===== src/rtl/hit_arbiter.sv =====
// hit_arbiter
// Frame-rate scheduler between hit detection and the health datapath.
// Turns level hit flags into one damage transaction per overlap, applies
// block reduction, and walks each player through hitstun and
// invulnerability windows.
//
// Ports:
//   clk, rst                    frame clock, asynchronous active-high reset
//   game_active                 hits accepted only while high; low aborts both FSMs
//   p1/p2_hit_flag [1:0]        00 none, 01 basic, 1x directional
//   p1/p2_blocking              player is blocking (damage - 1, floored at 0)
//   p1/p2_dmg_valid, p1/p2_dmg  damage transaction and amount
//   p1/p2_dmg_ready             health datapath accepts damage
//   p1/p2_stunned               player inputs must be ignored
//   p1/p2_invuln                player is immune
//   trade_count [7:0]           saturating count of simultaneous accepted hits
module hit_arbiter #(
  parameter int unsigned HITSTUN_FRAMES = 12,
  parameter int unsigned INVULN_FRAMES  = 20,
  parameter int unsigned BASIC_DMG      = 1,
  parameter int unsigned DIR_DMG        = 2
) (
  input  logic       clk,
  input  logic       rst,
  input  logic       game_active,
  input  logic [1:0] p1_hit_flag,
  input  logic [1:0] p2_hit_flag,
  input  logic       p1_blocking,
  input  logic       p2_blocking,
  output logic       p1_dmg_valid,
  output logic       p2_dmg_valid,
  output logic [1:0] p1_dmg,
  output logic [1:0] p2_dmg,
  input  logic       p1_dmg_ready,
  input  logic       p2_dmg_ready,
  output logic       p1_stunned,
  output logic       p2_stunned,
  output logic       p1_invuln,
  output logic       p2_invuln,
  output logic [7:0] trade_count
);

  typedef enum logic [1:0] {IDLE, PENDING, STUN, INVULN} state_t;

  localparam logic [7:0] STUN_LOAD = 8'(HITSTUN_FRAMES - 1);
  localparam logic [7:0] INV_LOAD  = 8'(INVULN_FRAMES - 1);
  localparam logic [1:0] BASIC_AMT = 2'(BASIC_DMG);
  localparam logic [1:0] DIR_AMT   = 2'(DIR_DMG);

  state_t     state_q [2];
  state_t     state_d [2];
  logic [7:0] cnt_q   [2];
  logic [7:0] cnt_d   [2];
  logic [1:0] dmg_q   [2];
  logic [1:0] dmg_d   [2];
  logic       prev_q  [2];
  logic [7:0] trade_q;
  logic [7:0] trade_d;

  logic [1:0] flag     [2];
  logic       blocking [2];
  logic       ready    [2];
  logic       new_hit  [2];
  logic [1:0] hit_dmg  [2];
  logic       accept   [2];

  assign flag[0]     = p1_hit_flag;
  assign flag[1]     = p2_hit_flag;
  assign blocking[0] = p1_blocking;
  assign blocking[1] = p2_blocking;
  assign ready[0]    = p1_dmg_ready;
  assign ready[1]    = p2_dmg_ready;

  always_comb begin
    for (int unsigned p = 0; p < 2; p++) begin
      state_d[p] = state_q[p];
      cnt_d[p]   = cnt_q[p];
      dmg_d[p]   = dmg_q[p];
      accept[p]  = 1'b0;
      new_hit[p] = (flag[p] != 2'b00) && !prev_q[p];
      hit_dmg[p] = (flag[p] == 2'b01) ? BASIC_AMT : DIR_AMT;
      if (blocking[p] && (hit_dmg[p] != 2'b00)) begin
        hit_dmg[p] = hit_dmg[p] - 2'd1;
      end

      if (!game_active) begin
        state_d[p] = IDLE;
        cnt_d[p]   = '0;
      end else begin
        case (state_q[p])
          IDLE: begin
            if (new_hit[p]) begin
              if (hit_dmg[p] != 2'b00) begin
                state_d[p] = PENDING;
                dmg_d[p]   = hit_dmg[p];
                accept[p]  = 1'b1;
              end else begin
                // Fully blocked hit: immunity window only, no transaction.
                state_d[p] = INVULN;
                cnt_d[p]   = INV_LOAD;
              end
            end
          end
          PENDING: begin
            if (ready[p]) begin
              state_d[p] = STUN;
              cnt_d[p]   = STUN_LOAD;
            end
          end
          STUN: begin
            if (cnt_q[p] == '0) begin
              state_d[p] = INVULN;
              cnt_d[p]   = INV_LOAD;
            end else begin
              cnt_d[p] = cnt_q[p] - 8'd1;
            end
          end
          INVULN: begin
            if (cnt_q[p] == '0) begin
              state_d[p] = IDLE;
            end else begin
              cnt_d[p] = cnt_q[p] - 8'd1;
            end
          end
          default: begin
            state_d[p] = IDLE;
            cnt_d[p]   = '0;
          end
        endcase
      end
    end

    trade_d = trade_q;
    if (accept[0] && accept[1] && (trade_q != '1)) begin
      trade_d = trade_q + 8'd1;
    end
  end

  always_ff @(posedge clk or posedge rst) begin
    if (rst) begin
      for (int unsigned p = 0; p < 2; p++) begin
        state_q[p] <= IDLE;
        cnt_q[p]   <= '0;
        dmg_q[p]   <= '0;
        prev_q[p]  <= 1'b0;
      end
      trade_q <= '0;
    end else begin
      for (int unsigned p = 0; p < 2; p++) begin
        state_q[p] <= state_d[p];
        cnt_q[p]   <= cnt_d[p];
        dmg_q[p]   <= dmg_d[p];
        prev_q[p]  <= (flag[p] != 2'b00);
      end
      trade_q <= trade_d;
    end
  end

  assign p1_dmg_valid = (state_q[0] == PENDING);
  assign p2_dmg_valid = (state_q[1] == PENDING);
  assign p1_dmg       = (state_q[0] == PENDING) ? dmg_q[0] : '0;
  assign p2_dmg       = (state_q[1] == PENDING) ? dmg_q[1] : '0;
  assign p1_stunned   = (state_q[0] == PENDING) || (state_q[0] == STUN);
  assign p2_stunned   = (state_q[1] == PENDING) || (state_q[1] == STUN);
  assign p1_invuln    = (state_q[0] == INVULN);
  assign p2_invuln    = (state_q[1] == INVULN);
  assign trade_count  = trade_q;

endmodule

===== config.mk =====
export PLATFORM = sky130hd
export DESIGN_NAME = hit_arbiter
export DESIGN_NICKNAME = d
export VERILOG_FILES = /design/src/rtl/hit_arbiter.sv
export SDC_FILE = /design/constraint.sdc
export NUM_CORES = 1
export LEC_CHECK = 0
export BUFFER_PORTS_ARGS = -buffer_cell sky130_fd_sc_hd__buf_2
export CAP_MARGIN = 15
export CORE_MARGIN = 2
export CORE_UTILIZATION = 62
export DETAILED_ROUTE_END_ITERATION = 12
export GPL_ROUTABILITY_DRIVEN = 0
export PLACE_DENSITY = 0.84
export SLEW_MARGIN = 5
export SYNTH_ARGS = -nofsm -noshare
export SYNTH_HDL_FRONTEND = slang
export SYNTH_SLANG_ARGS = --single-unit

===== constraint.sdc =====
create_clock -name clk -period 4.8 [get_ports clk]
set_input_delay 1.2 -clock clk [delete_from_list [all_inputs] [get_ports clk]]
set_output_delay 1.2 -clock clk [all_outputs]
set_load 0.005 [all_outputs]

# --- Word-level counts from Yosys, hierarchy flattened ---
# Index checks and enable logic that the tools add are counted.
classes:
  add_sub_neg: 5
  mul: 0
  n_div: 0
  order_cmp: 0
  n_eq_ne: 21
  shift: 0
  mux: 42
  bitwise: 0
  reduce_logical: 26
op_table:
  columns: ["op", "count"]
  rows:
  - ["$mux 8", 12]
  - ["$pmux 8 s4", 2]
  - ["$mux 2", 18]
  - ["$ne 3x3->1 const B", 8]
  - ["$reduce_and 4->1", 6]
  - ["$logic_not 8->1", 2]
  - ["$pmux 2 s4", 2]
  - ["$sub 8x1->8 const B", 2]
  - ["$ne 3x2->1 const B", 4]
  - ["$reduce_bool 2->1", 6]
  - ["$add 8x1->8 const B", 1]
  - ["$eq 2x1->1 const B", 4]
  - ["$eq 2x2->1 const B", 4]
  - ["$mux 1", 8]
  - ["$ne 8x8->1 const B", 1]
  - ["$logic_and 1x1->1", 6]
  - ["$logic_not 2->1", 2]
  - ["$sub 2x1->2 const B", 2]
  - ["$logic_not 1->1", 2]
  - ["$logic_or 1x1->1", 2]
word_totals:
  reg_bits: 34
  latchBits: 0
  ramBits: 0
  rom_bits: 0
  out_inout_bits: 18
  wordCells: 103
  n_memories: 0

# --- Depth between registers and ports, before layout ---
# Gate-level depths: netlist of the first run.
logic_depth:
  depth_word: 12
  ltp_mapped: 7
  mapped_depth_nobuf: 6

# --- Worst setup path after synthesis of the first run ---
# OpenSTA, ideal clock, no wires.
synth_path:
  path_kind: "input to register"
  start: "in p2_hit_flag[0]"
  end: "reg trade_q[1], in the netlist trade_count[1]"
  t_arrival_ps: 2512
  setup_slack_ps: 2160
  path_stages: 6
  path_buffers: 0
  path_cell_list: "nor2b_1 > ha_1 > nand3b_1 > nor4_4 > nand2_1 > mux2_1"
synth_between:
  elab_chain_cells: 12
synth_lines:
  columns: ["item", "line_no", "rtl"]
  rows:
  - ["from (decl)", "27", "input logic [1:0] p2_hit_flag,"]
  - ["parallel branches: the longest is 7 deep, another holds $sub 2x1->2", null, null]
  - ["$mux 1 *", "92", "if (new_hit[p]) begin"]
  - ["$mux 1 *", "90", "case (state_q[p])"]
  - ["$mux 1 *", "86", "if (!game_active) begin"]
  - ["$logic_and 1x1->1 * (2 in series)", "134", "if (accept[0] && accept[1] && (trade_q != '1)) begin"]
  - ["to (signal assigned)", "155", "trade_q <= trade_d;"]
  - ["to (decl)", "57", "logic [7:0] trade_q;"]
# Mark *: on every way between the ends.
# A chain may end at the register's enable or synchronous reset.

# --- Worst setup path in the final report of the first run ---
# Ends and elaborated chain as after synthesis.

==> results.cfg, run 1 <==
[timing]
setup_viol = 0
final_max_slew_viol_count = 0
min_period_over_period_pct = 55.3
slew_headroom_pct = 59.3
worst_slew_pin_slew_ps = 607
fmax_mhz = 377
rsz0062_at_grt = no
min_period_ps = 2660
whs_ps = 500
hold_viol = 0
fin_setup_tns_ps = 0
finClkSkew_ps = 4.81

[clock_network]
ctsHoldBuffers = 0
cts_root_buf = clkbuf_8
clk_pin_slew_ps = 70
clk-insertion-delay-late_ps = 290
h-tree-depth = 2
cts_tree = built
clkSinkCount = 34
cts_setup_buffers = 0
postCtsResizedCells = 0
cts_buffer_depth = 2
numCtsBuffers = 5

[floorplan]
ioPinCount = 29
die_h_um = 65.2
initial_core_util_pct = 63.9
core_um2 = 3630
dieWidth_um = 65.2
rows = 22
die_area_um2 = 4250

[setup_path]
crit_fanout = 7
critPathLaunchType = primary input
arrival_ps = 2830
crit_required_ps = 4970
end_kind = register
critical_path_class = primary input to register
r2r_start = state_q[3]
crit_start = p2_hit_flag[0]

[routing]
wirelength_um = 4750
drt_iter0_markers = 193
vias_per_cell = 6.12
drtPass1Iterations = 4
drcViolationCount = 0
wl_per_cell_um = 14.6
ant_nets = 0
vias = 1995

[global_route]
gr-total-overflow = 0
grt_pass1_vias = 1871
grt_max_degree = 35
antenna_found_initial = 0
grt_pass1_wl_um = 8520
grt_usage_pct = 25.8

[run]
maxCapViolations = 0

[synthesis]
netlist_area_um2 = 2320
yosys_register_bits = 34
synth.distinct_cells = 59
synth_edf_count = 0
ys_async_sr_fraction_pct = 100
synth-main-ff-cell = dfrtp_1
ys.warnings.count = 0
yosysSeqAreaShare_pct = 36.6
syn_area_per_cell_um2 = 9.40
syn_inst = 247
synthesis.nets = 273

[cells_and_area]
multi_input_area_um2 = 1360
register_area_um2 = 851
antennaDiodeCount = 0
area_delta_synth_final_pct = 11.9
final_cell_mix = dfrtp_1, buf_2, inv_1, nor2_1, ha_1
fill_cells = 310
final_cells = 326
layout-drive-gt1-share_pct = 19.4
final_common_cell = dfrtp_1
fin_nets = 303

[hold_path]
worstHoldPathType = register to register
hp-start = dmg_q[0]

[placed_design]
dpl.hpwl_um = 3440
dp.cells = 318
io_buffers = 28

[pwr]
p_leak_nw = 1.18
peakVddDrop_mv = 0.252
p_per_area_nw_per_um2 = 472

[outcome]
status = complete, no violations
## cell usage after synthesis, drive strengths merged, types with 2 or more instances
library cell	n	area (um2)
a211o	2	17.5
a211oi	10	75.1
a21boi	2	15.0
a21o	3	22.5
a21oi	10	50.1
a22o	2	17.5
a311oi	2	17.5
a31oi	2	12.5
and2	4	25.0
and3	5	31.3
buf	3	15.0
clkbuf	3	11.3
dfrtp	34	851
ha	15	188
inv	23	86.3
mux2	5	56.3
mux2i	2	20.0
nand2	8	30.0
nand2b	2	20.0
nand3	10	50.1
nand3b	2	15.0
nand4	8	50.1
nor2	16	60.1
nor2b	9	56.3
nor3	8	40.0
nor4	3	33.8
nor4b	2	38.8
o211ai	2	15.0
o21ai	10	50.0
o21bai	2	15.0
o221a	2	22.5
o22ai	2	18.8
o311ai	3	26.3
o31ai	2	15.0
or2	2	12.5
or3	3	18.8
or4	2	22.5
xnor2	8	70.1
## layout make-up
| class | count | area share, % |
|---|---|---|
| clock inverter | 2 | 0.481 |
| tap | 48 | 2.31 |
| multi-input combinational | 184 | 52.3 |
| sequential | 34 | 32.7 |
| clock buffer | 6 | 3.18 |
| inverter | 23 | 3.32 |
| timing repair buffer | 29 | 5.68 |
## registers in the layout, summed over array words and instances, names as in the netlist
name	cells
cnt_q	16
dmg_q	4
trade_count	8
state_q	4
prev_q	2
## report_power, final
group	total (mW)	leakage [nW]	internal (mW)	switching, mW
Clock	0.224	0.0472	0.115	0.109
Sequential	0.419	0.450	0.348	0.0717
Combinational	0.583	0.685	0.265	0.318
## cell families (layout without fill, tap and decap cells)
logic type	after synthesis	count (layout)	synth area share, %
DFF	34	34	36.6
buffers and inverters	29	60	4.85
muxes	7	7	3.29
and+or+nand+nor	86	86	22.5
xor gates and xnor gates	8	8	3.02
AOI/OAI and AO/OA	68	68	21.6
adders and majority gates	15	15	8.08
## metal layers
metal / track usage [%] / wire length [um] / vias up
li1: - / - / 986
met1: 34.5 / 2210 / 949
met2: 42.2 / 2270 / 54
met3: 4.62 / 195 / 6
met4: 8.59 / 70 / 0
met5: 0 / 0 / -
## per-stage QoR
| stage | instance area (um2) | utilization, % | setup slack, ps | power, mW |
|---|---|---|---|---|
| CTS | 2600 | 71.5 | 2150 | 1.24 |
| finish | 2600 | 71.5 | 2140 | 1.23 |
| detailed placement | 2500 | 68.9 | 1840 | 1.01 |
| global route | 2600 | 71.5 | 1970 | 1.33 |
| floorplan | 2320 | - | 2160 | 0.870 |
| global placement | 2500 | 68.9 | 1890 | 0.991 |
## critical path, stage by stage
cell      delay [ps]
buf_2            100
nor2b_1          130
ha_1             200
nand3b_1         220
nor4_4           460
nand2_1          170
mux2_1           340
## final timing paths
kind                                       end  slack, ps  cells after the start
worst max-delay path            trade_count[1]       2140                      7
worst min-delay path                  dmg_q[0]        500                      1
worst max register to register  trade_count[1]       2570                      6
worst min register to register        dmg_q[0]        500                      1
max in group asynchronous            cnt_q[15]       3500                      3
min in group asynchronous             cnt_q[6]        990                      3
Note: power is estimated with default switching activity, not from simulation.
==> run 2: changes to the inputs <==
--- a/config.mk
+++ b/config.mk
@@ -5,13 +5,14 @@
 export SDC_FILE = /design/constraint.sdc
 export NUM_CORES = 1
 export LEC_CHECK = 0
+export ABC_AREA = 1
 export BUFFER_PORTS_ARGS = -buffer_cell sky130_fd_sc_hd__buf_2
 export CAP_MARGIN = 15
 export CORE_MARGIN = 2
-export CORE_UTILIZATION = 62
+export CORE_UTILIZATION = 52
 export DETAILED_ROUTE_END_ITERATION = 12
 export GPL_ROUTABILITY_DRIVEN = 0
-export PLACE_DENSITY = 0.84
+export PLACE_DENSITY = 0.76
 export SLEW_MARGIN = 5
 export SYNTH_ARGS = -nofsm -noshare
 export SYNTH_HDL_FRONTEND = slang
==> constraint.sdc (replaced) <==
create_clock -name clk -period 2.13 [get_ports clk]
set_input_delay 0.5325 -clock clk [delete_from_list [all_inputs] [get_ports clk]]
set_output_delay 0.5325 -clock clk [all_outputs]
set_load 0.005 [all_outputs]
==> run 2 against run 1 <==
Compared with the run above: count of clock-buffer cells in the layout is 1 higher; clock skew is 7.8 ps higher; core utilization down 11 points; synthesized cell count is 32% higher; total power rose by 140%; critical path type is now register to register.
==> results.cfg, run 2 <==
[outcome]
status = complete, no violations

[pwr]
power_frac_clock_pct = 14.9
p_total_mw = 2.99
p_per_area_nw_per_um2 = 1140
p_leak_nw = 1.53
internal-power_mw = 1.66
peakVddDrop_mv = 0.505
p_sw_share_pct = 44.6
switchingPower_mw = 1.33
pwr-share-seq_pct = 32.8
comb_power_share_pct = 52.3

[routing]
drt_iter0_markers = 138
vias = 2094
wirelength_um = 4680
drcViolationCount = 0
wl_per_cell_um = 11.2
drtPass1Iterations = 4
ant_nets = 0
vias_per_cell = 5.00

[cells_and_area]
fin_util_pct = 61.0
fin_area_um2 = 2620
final_cells = 419
final_cell_mix = nand2_1, inv_1, dfrtp_1, nor2_1, buf_2
fin_nets = 393
antennaDiodeCount = 0
layout-drive-gt1-share_pct = 14.2
largest_reg_flops = 16
area_delta_synth_final_pct = 14.1
top_register = cnt_q
fill_cells = 398
final_common_cell = nand2_1

[setup_path]
worstReg2RegEnd = trade_count[5]
crit_required_ps = 2300
reg2reg_depth = 11
critical_path_class = register to register
critPathLaunchType = register
end_kind = register
r2r_start = state_q[1]
arrival_ps = 2110
crit_fanout = 7
rrSetupSlack_ps = 190

[clock_network]
clk-insertion-delay-late_ps = 290
cts_buffer_depth = 2
h-tree-depth = 2
clk_pin_slew_ps = 70
clkSinkCount = 34
cts_tree = built
numCtsBuffers = 5
cts_root_buf = clkbuf_8

[timing]
slew_headroom_pct = 71.3
setup_viol = 0
min_period_ps = 1940
fin_setup_tns_ps = 0
min_period_over_period_pct = 91.0
worst_slew_pin_slew_ps = 431
finClkSkew_ps = 12.6
worst_slack_ps = 192
fmax_mhz = 516
whs_ps = 329
hold_viol = 0
rsz0062_at_grt = no
final_max_slew_viol_count = 0

[placed_design]
io_buffers = 28
dp.cells = 412
placed_area_um2 = 2540
pre_cts_slack_ps = 114
dpl.hpwl_um = 3510

[synthesis]
ys_top_cells_by_count = nand2_1, inv_1, dfrtp_1, nor2_1, nand3_1
ys_async_sr_fraction_pct = 100
netlist_top_cells_area = dfrtp_1, nand2_1, inv_1
syn_area_per_cell_um2 = 7.02
synth.distinct_cells = 23
syn_inst = 327
synth_top_cell_area_share_pct = 37.1
synth-main-ff-cell = dfrtp_1
synth_edf_count = 0
netlist_area_um2 = 2290
synthesis.nets = 353
yosysMostFrequentCell = nand2_1
synth_top_area_cell = dfrtp_1
yosys_register_bits = 34
yosysSeqAreaShare_pct = 37.1
ys.warnings.count = 0

[global_route]
antenna_found_initial = 0
grt_pass1_wl_um = 8560
grt_usage_pct = 21.1
grt_max_degree = 35
gr-total-overflow = 0
grt_pass1_vias = 1971

[floorplan]
dieWidth_um = 70.4
initial_core_util_pct = 53.4
ioPinCount = 29
core_um2 = 4290
die_area_um2 = 4960
die_h_um = 70.4
rows = 24

[hold_path]
worstHoldPathType = primary input to async pin

[run]
maxCapViolations = 0
==> run 2: cell types whose count changed after synthesis, moves of 6 or more <==
cell      previous run  this run
nand2_1              8        96
inv_1               23        62
nor2_1              16        31
nand3_1             10        24
a211oi_1            10         0
nor2b_1              9         0
o21ai_0              9        18
nor3_1               8         1
xor2_1               0         6
==> run 2: how the worst max path moves through the flow <==
stage               cells past startpoint        endpoint  slack (ps)            from
floorplan                              13  trade_count[5]         390  p2_hit_flag[0]
global placement                       14  trade_count[5]         190  p1_hit_flag[0]
detailed placement                     14  trade_count[5]         110  p1_hit_flag[0]
CTS                                    11  trade_count[5]         160      state_q[1]
global route                           11  trade_count[5]          40      state_q[1]
finish                                 11  trade_count[5]         190      state_q[1]
==> run 2: kinds of logic (layout without fill, tap and decap cells) <==
family / count (synthesis) / after routing / synth area share, %
AND/OR/NAND/NOR: 163 / 163 / 30.2
adder cells (fa/ha/maj): 15 / 15 / 8.18
flip-flops: 34 / 34 / 37.1
multiplexers: 4 / 4 / 1.96
AO/OA/AOI/OAI: 37 / 37 / 8.51
buffers and inverters: 65 / 105 / 10.7
XOR/XNOR: 9 / 9 / 3.44
==> run 2: layout make-up <==
| class | count | area (um2) | area share, % |
|---|---|---|---|
| inverters | 64 | 240 | 9.17 |
| multi-input cells | 228 | 1200 | 45.9 |
| flip-flops and latches | 34 | 851 | 32.5 |
| repair buffers | 34 | 185 | 7.07 |
| clock buffers | 7 | 76.3 | 2.91 |
| well taps | 52 | 65.1 | 2.48 |
==> run 2: per-layer routing <==
metal	vias up	wire, um	GRT usage (%)
li1	1087	-	-
met2	40	2100	32.7
met1	961	2320	29.3
met4	0	54	6.20
met3	6	199	5.19
met5	-	0	0
==> run 2: critical path, cell delays in order, from the launching register on <==
cell	delay, ps
dfrtp_1	400
inv_1	180
ha_2	280
nand2_1	100
nor2_2	140
nand2_1	160
nor2_4	190
nand2_4	110
nor2_4	120
nand2_1	60
nand2_1	50
nand2_1	50
==> run 2: power groups by stage <==
stage / Sequential, mW / Clock, mW / Combinational [mW]
3_3_place_gp: 0.985 / 0 / 1.51
2_1_floorplan: 0.950 / 0 / 1.16
4_1_cts: 0.981 / 0.468 / 1.55
6_report: 0.983 / 0.446 / 1.56
5_1_grt: 1.01 / 0.501 / 1.82
3_5_place_dp: 0.993 / 0 / 1.53
==> run 2: timing repair <==
item | CTS | global route
gates resized for setup | 0 | 1
buffers inserted | 0 | 0
endpoints found under the setup margin | 0 | 1
hold buffers | 0 | 0
